`src/rtl/uart_rx.sv`:
```
// UART receiver: 2-flop input synchronizer, start-glitch rejection, 3-sample majority
// voting per bit, optional even/odd parity, and one-cycle status pulses after each frame.
module uart_rx #(
   parameter int DATA_WIDTH = 8
) (
   input  logic                  CLK,
   input  logic                  RST,
   input  logic                  RX_IN,
   input  logic                  PAR_EN,
   input  logic                  PAR_TYP,
   input  logic [5:0]            Prescale,
   output logic [DATA_WIDTH-1:0] P_DATA,
   output logic                  Data_Valid,
   output logic                  Par_Err,
   output logic                  Stop_Err
);

   localparam int CW = (DATA_WIDTH > 1) ? $clog2(DATA_WIDTH) : 1;
   localparam logic [CW-1:0] LAST_BIT = CW'(DATA_WIDTH - 1);

   typedef enum logic [2:0] {
      IDLE,
      START,
      DATA,
      PARITY,
      STOP
   } state_t;

   state_t                state;
   logic                  rx_meta;
   logic                  rx_s;
   logic [5:0]            edge_cnt;
   logic [CW-1:0]         bit_cnt;
   logic [2:0]            samples;
   logic [DATA_WIDTH-1:0] shift_reg;
   logic                  par_flag;
   logic                  armed;
   logic                  par_en_r;
   logic                  par_typ_r;
   logic [5:0]            prescale_r;

   logic [5:0]            half;
   logic                  at_s0;
   logic                  at_s1;
   logic                  at_s2;
   logic                  at_dec;
   logic                  at_end;
   logic                  maj;
   logic [DATA_WIDTH:0]   shift_ext;
   logic [DATA_WIDTH-1:0] shift_next;

   // Sampling points are placed around the middle of the bit using the prescale latched at frame start.
   assign half       = {1'b0, prescale_r[5:1]};
   assign at_s0      = (edge_cnt == half - 6'd1);
   assign at_s1      = (edge_cnt == half);
   assign at_s2      = (edge_cnt == half + 6'd1);
   assign at_dec     = (edge_cnt == half + 6'd2);
   assign at_end     = (edge_cnt == prescale_r - 6'd1);
   assign maj        = (samples[0] & samples[1]) | (samples[0] & samples[2]) | (samples[1] & samples[2]);
   assign shift_ext  = {maj, shift_reg};
   assign shift_next = shift_ext[DATA_WIDTH:1];

   // Two-flop synchronizer; resets to the idle (high) line level so no false start follows reset.
   always_ff @(posedge CLK or posedge RST) begin
      if (RST) begin
         rx_meta <= 1'b1;
         rx_s    <= 1'b1;
      end else begin
         rx_meta <= RX_IN;
         rx_s    <= rx_meta;
      end
   end

   // Frame FSM with bit timing, majority voting, parity tracking and registered status pulses.
   always_ff @(posedge CLK or posedge RST) begin
      if (RST) begin
         state      <= IDLE;
         edge_cnt   <= '0;
         bit_cnt    <= '0;
         samples    <= '0;
         shift_reg  <= '0;
         par_flag   <= 1'b0;
         armed      <= 1'b1;
         par_en_r   <= 1'b0;
         par_typ_r  <= 1'b0;
         prescale_r <= '0;
         P_DATA     <= '0;
         Data_Valid <= 1'b0;
         Par_Err    <= 1'b0;
         Stop_Err   <= 1'b0;
      end else begin
         Data_Valid <= 1'b0;
         Par_Err    <= 1'b0;
         Stop_Err   <= 1'b0;

         if (state != IDLE) begin
            edge_cnt <= edge_cnt + 6'd1;
            if (at_s0) samples[0] <= rx_s;
            if (at_s1) samples[1] <= rx_s;
            if (at_s2) samples[2] <= rx_s;
         end

         case (state)
            IDLE: begin
               if (rx_s) begin
                  armed <= 1'b1;
               end else if (armed) begin
                  state      <= START;
                  edge_cnt   <= '0;
                  bit_cnt    <= '0;
                  par_flag   <= 1'b0;
                  par_en_r   <= PAR_EN;
                  par_typ_r  <= PAR_TYP;
                  prescale_r <= Prescale;
               end
            end

            START: begin
               if (at_dec && maj) begin
                  state    <= IDLE;
                  edge_cnt <= '0;
               end else if (at_end) begin
                  state    <= DATA;
                  edge_cnt <= '0;
               end
            end

            DATA: begin
               if (at_dec) begin
                  shift_reg <= shift_next;
               end
               if (at_end) begin
                  edge_cnt <= '0;
                  if (bit_cnt == LAST_BIT) begin
                     bit_cnt <= '0;
                     state   <= par_en_r ? PARITY : STOP;
                  end else begin
                     bit_cnt <= bit_cnt + 1'b1;
                  end
               end
            end

            PARITY: begin
               if (at_dec) begin
                  par_flag <= maj ^ (^shift_reg) ^ par_typ_r;
               end
               if (at_end) begin
                  edge_cnt <= '0;
                  state    <= STOP;
               end
            end

            STOP: begin
               if (at_dec) begin
                  state    <= IDLE;
                  edge_cnt <= '0;
                  armed    <= maj;
                  Stop_Err <= ~maj;
                  Par_Err  <= par_flag;
                  if (maj && !par_flag) begin
                     Data_Valid <= 1'b1;
                     P_DATA     <= shift_reg;
                  end
               end
            end

            default: begin
               state    <= IDLE;
               edge_cnt <= '0;
            end
         endcase
      end
   end

endmodule

```
`config.mk`:
```
export PLATFORM = sky130hd
export DESIGN_NAME = uart_rx
export DESIGN_NICKNAME = d
export VERILOG_FILES = /design/src/rtl/uart_rx.sv
export SDC_FILE = /design/constraint.sdc
export NUM_CORES = 1
export LEC_CHECK = 0
export CAP_MARGIN = 5
export CORE_ASPECT_RATIO = 1.2
export CORE_MARGIN = 2
export CORE_UTILIZATION = 58
export CTS_BUF_LIST = sky130_fd_sc_hd__clkbuf_16
export CTS_CLUSTER_DIAMETER = 120
export DETAILED_ROUTE_END_ITERATION = 16
export GPL_ROUTABILITY_DRIVEN = 1
export HOLD_SLACK_MARGIN = 0.03
export PLACE_DENSITY = 0.78
export SYNTH_ARGS = -nofsm -noshare
export SYNTH_HDL_FRONTEND = slang
export SYNTH_SLANG_ARGS = --single-unit
export TNS_END_PERCENT = 5
```
`constraint.sdc`:
```
create_clock -name CLK -period 3.4 [get_ports CLK]
set_input_delay 1.02 -clock CLK [delete_from_list [all_inputs] [get_ports CLK]]
set_output_delay 1.02 -clock CLK [all_outputs]
set_load 0.005 [all_outputs]
```
==> metrics.md <==
| Metric | Value |
|---|---|
| TritonCTS clock tree | built |
| Critical path, cell by cell | ha_1, o21ba_1, a221o_1, a2111oi_4, nand2_2, or3_1, mux2_4 |
| Crit path time final | between 2 and 3 ns |
| Crit end category | flop |
| First-pass GRT wire length | around 8700 um |
| Clk slew on worst S/H paths | roughly 0.060 ns |
| Req. time, crit path | roughly 3.6 ns |
| FF+latch count, synth | 46 |
| Initial antenna violation count | 0 |
| Initial Util | 0.6119 |
| DRT antenna net count | 0 |
| Flop2flop setup slack | ~0.5 ns |
| FMAX | ~0.35 GHz |
| ANT cells | 0 |
| Final core occ | 0.7053 |
| Estimated wirelength of the detail-placed design | 3761 um |
| Hold WS | between 0.3 and 0.4 ns |
| Placeable Area | 4327 um2 |
| Number of CTS-inserted buffers | 5 |
| DRT iter0 DRCs | roughly 140 |
| Sequential standard cell area | between 1000 and 1500 um2 |
| Final setup viols | 0 |
| # IOs | 22 |
| Placed Cells | between 300 and 400 |
| Register area share after synthesis | 0.4362 |
| Worst slew pin tran | 0.6746 ns |
| Fillcell total | approximately 330 |
| Met3 Usage GRT | 0.05731 |
| Area of the multi-input gates | roughly 1400 um2 |
| Top_reg_cell synth | dfrtp_1 |
| Gr busiest metal | met2 |
| RSZ-0062 raised after global routing | no |
| Wire per inst | 15.86 um |
| CP max-delay cell | or3_1 |
| Hold Vio Cnt, Final | 0 |
| Fraction of registers with async set/reset | 1.000 |
| P&R area growth vs syn | 15.26% |
| Clock latency on the worst-skew pair | approximately 0.28 ns |
| Outcome | complete, no violations |
| Syn avg cell area | 10.63 um2 |
| M1 GR Usage | 0.2754 |
| TritonCTS sink count | 46 |
| MaxCap Viol Count | 0 |
| Startpoint class of the critical path | flop |
| DRC | 0 |
| Crit-path max cell delay | 0.53 ns |
| Mapped Area | roughly 2600 um2 |
| Clock root cell | clkbuf_16 |
| Area leader, netlist | dfrtp_1 |
| Max-slew violations | 0 |
| Fin crit share | 0.8487 |
| Setup Fix Bufs, Post-CTS | 0 |
| Total die area | just over 5000 um2 |
| Most frequent cell after synthesis | dfrtp_1 |
| Clock Tree Buf Depth | 2 |
| Syn nets | 270 |
| RD Place Congestion | 0.8677 |
| Setup TNS | 0 ns |
| Setup CP Type | flop to flop |
| Vias per Instance | 5.590 |
| Post-synthesis cell type count | 45 |
| Crit Path Max Fanout | 12 |
| Die width | approximately 66 um |
| Synthesis Warnings | 0 |
| Grt total ovfl | 0 |
| Clk_skew | 0.003073 ns |
| Pin count of the biggest net entering global routing | 47 |
| GRT Total Usage | 0.2256 |
| PwrDens | 792.0 nW/um2 |
| Synth area leaders | dfrtp_1, mux2_2, xnor2_1 |
| Worst path arrival time | roughly 3.1 ns |
| Slew HR | 0.5468 |
| Die H | between 70 and 80 um |
| Hold WC Path Type | flop to flop |
| EDFF count, synth | 0 |
| Final nets | between 200 and 300 |
| Vias in the first global route | around 1900 |
| Worst setup margin | 0.5144 ns |
| Share of layout cells above drive strength 1 | 0.1866 |
| P_leak | ~1.4 nW |
| Via count | approximately 1800 |
| Met2 Usage GRT | 0.3808 |
| Worst vdd ir | approximately 440 uV |
| Post-Route WL | between 5000 and 6000 um |
| CTS resizes | 0 |
| Port bufs | 21 |
| CTS Hold Buffers Added | 0 |
| Commonest cells post-synth | dfrtp_1, xnor2_1, mux2_2 |
| CTS H-tree depth | 2 |
| DR pass1 iterations | 4 |
| Post-synth top area share | 0.4064 |
| Non-filler cells, final | 324 |
| # rows | 26 |
| Cells after synthesis | around 250 |
| Pre-CTS setup slack | between 0.5 and 0.6 ns |
-- routing by layer --
layer	vias to the layer above	part of all wire
met5	-	0
met4	0	0.017
met3	7	0.036
met2	31	0.54
met1	882	0.41
li1	891	-
-- cell usage in the layout (no fill, tap or decap), types with 3 or more instances in the layout --
cell / n
clkbuf_16: 5
mux2_2: 19
inv_1: 11
nand3b_1: 3
dfrtp_1: 43
nand2_1: 18
mux2_4: 8
xor2_1: 12
dfstp_2: 3
o41ai_1: 3
nor3_1: 3
a21oi_1: 9
or2_2: 6
clkdlybuf4s50_1: 21
buf_4: 3
o21ai_0: 7
and3_1: 4
ha_1: 10
nor2_1: 16
a31oi_1: 3
mux2i_1: 3
nand3_1: 8
xnor2_1: 21
-- final cells by class --
cell class                 instances  area share
clock buffer                       5     0.04100
timing repair buffer              24     0.07626
inverter                          12     0.01476
multi-input combinational        178      0.4535
tap                               56     0.02296
clock inverter                     3     0.01312
sequential                        46      0.3784
-- stage by stage --
stage | total power, W | cell area, um2
after global routing | 0.002598 | 3052
final | 0.002417 | 3052
after CTS | 0.002435 | 3052
after detailed placement | 0.001882 | 2887
after global placement | 0.001842 | 2887
after floorplan | 0.001658 | 2648
-- where the power goes --
part	switching (W)	total, W	leakage [nW]	internal (W)
Combinational	0.000514	0.00100	0.693	0.000489
Sequential	0.000211	0.000870	0.598	0.000659
Clock	0.000201	0.000545	0.0836	0.000344
Total	0.000925	0.00242	1.37	0.00149
-- cell families after synthesis --
family | synth area share
AND/OR/NAND/NOR | 0.1371
flip-flops | 0.4362
XOR/XNOR | 0.1092
AO/OA/AOI/OAI | 0.08791
multiplexers | 0.1375
buffers and inverters | 0.04111
adder cells (fa/ha/maj) | 0.05104
-- path summary, 6_finish.rpt --
| path | from | to | cells after the start |
|---|---|---|---|
| setup / recovery | prescale_r[3]$_DFFE_PP0P_ | P_DATA[4]$_DFFE_PP0P_ | 7 |
| hold / removal | rx_meta$_DFF_PP1_ | rx_s$_DFF_PP1_ | 0 |
| setup reg to reg | prescale_r[3]$_DFFE_PP0P_ | P_DATA[4]$_DFFE_PP0P_ | 7 |
| hold reg to reg | rx_meta$_DFF_PP1_ | rx_s$_DFF_PP1_ | 0 |
| max in group asynchronous | RST | prescale_r[1]$_DFFE_PP0P_ | 3 |
| min in group asynchronous | RST | Stop_Err$_DFF_PP0_ | 3 |
-- critical path: cells and delay by family (launching register included) --
| family | cells | cell delay, ns |
|---|---|---|
| adders and majority gates | 1 | 0.31 |
| muxes | 1 | 0.37 |
| AOI/OAI and AO/OA | 3 | 0.97 |
| DFF | 1 | 0.51 |
| and+or+nand+nor | 2 | 0.61 |
Power figures use the tool's default switching activity.
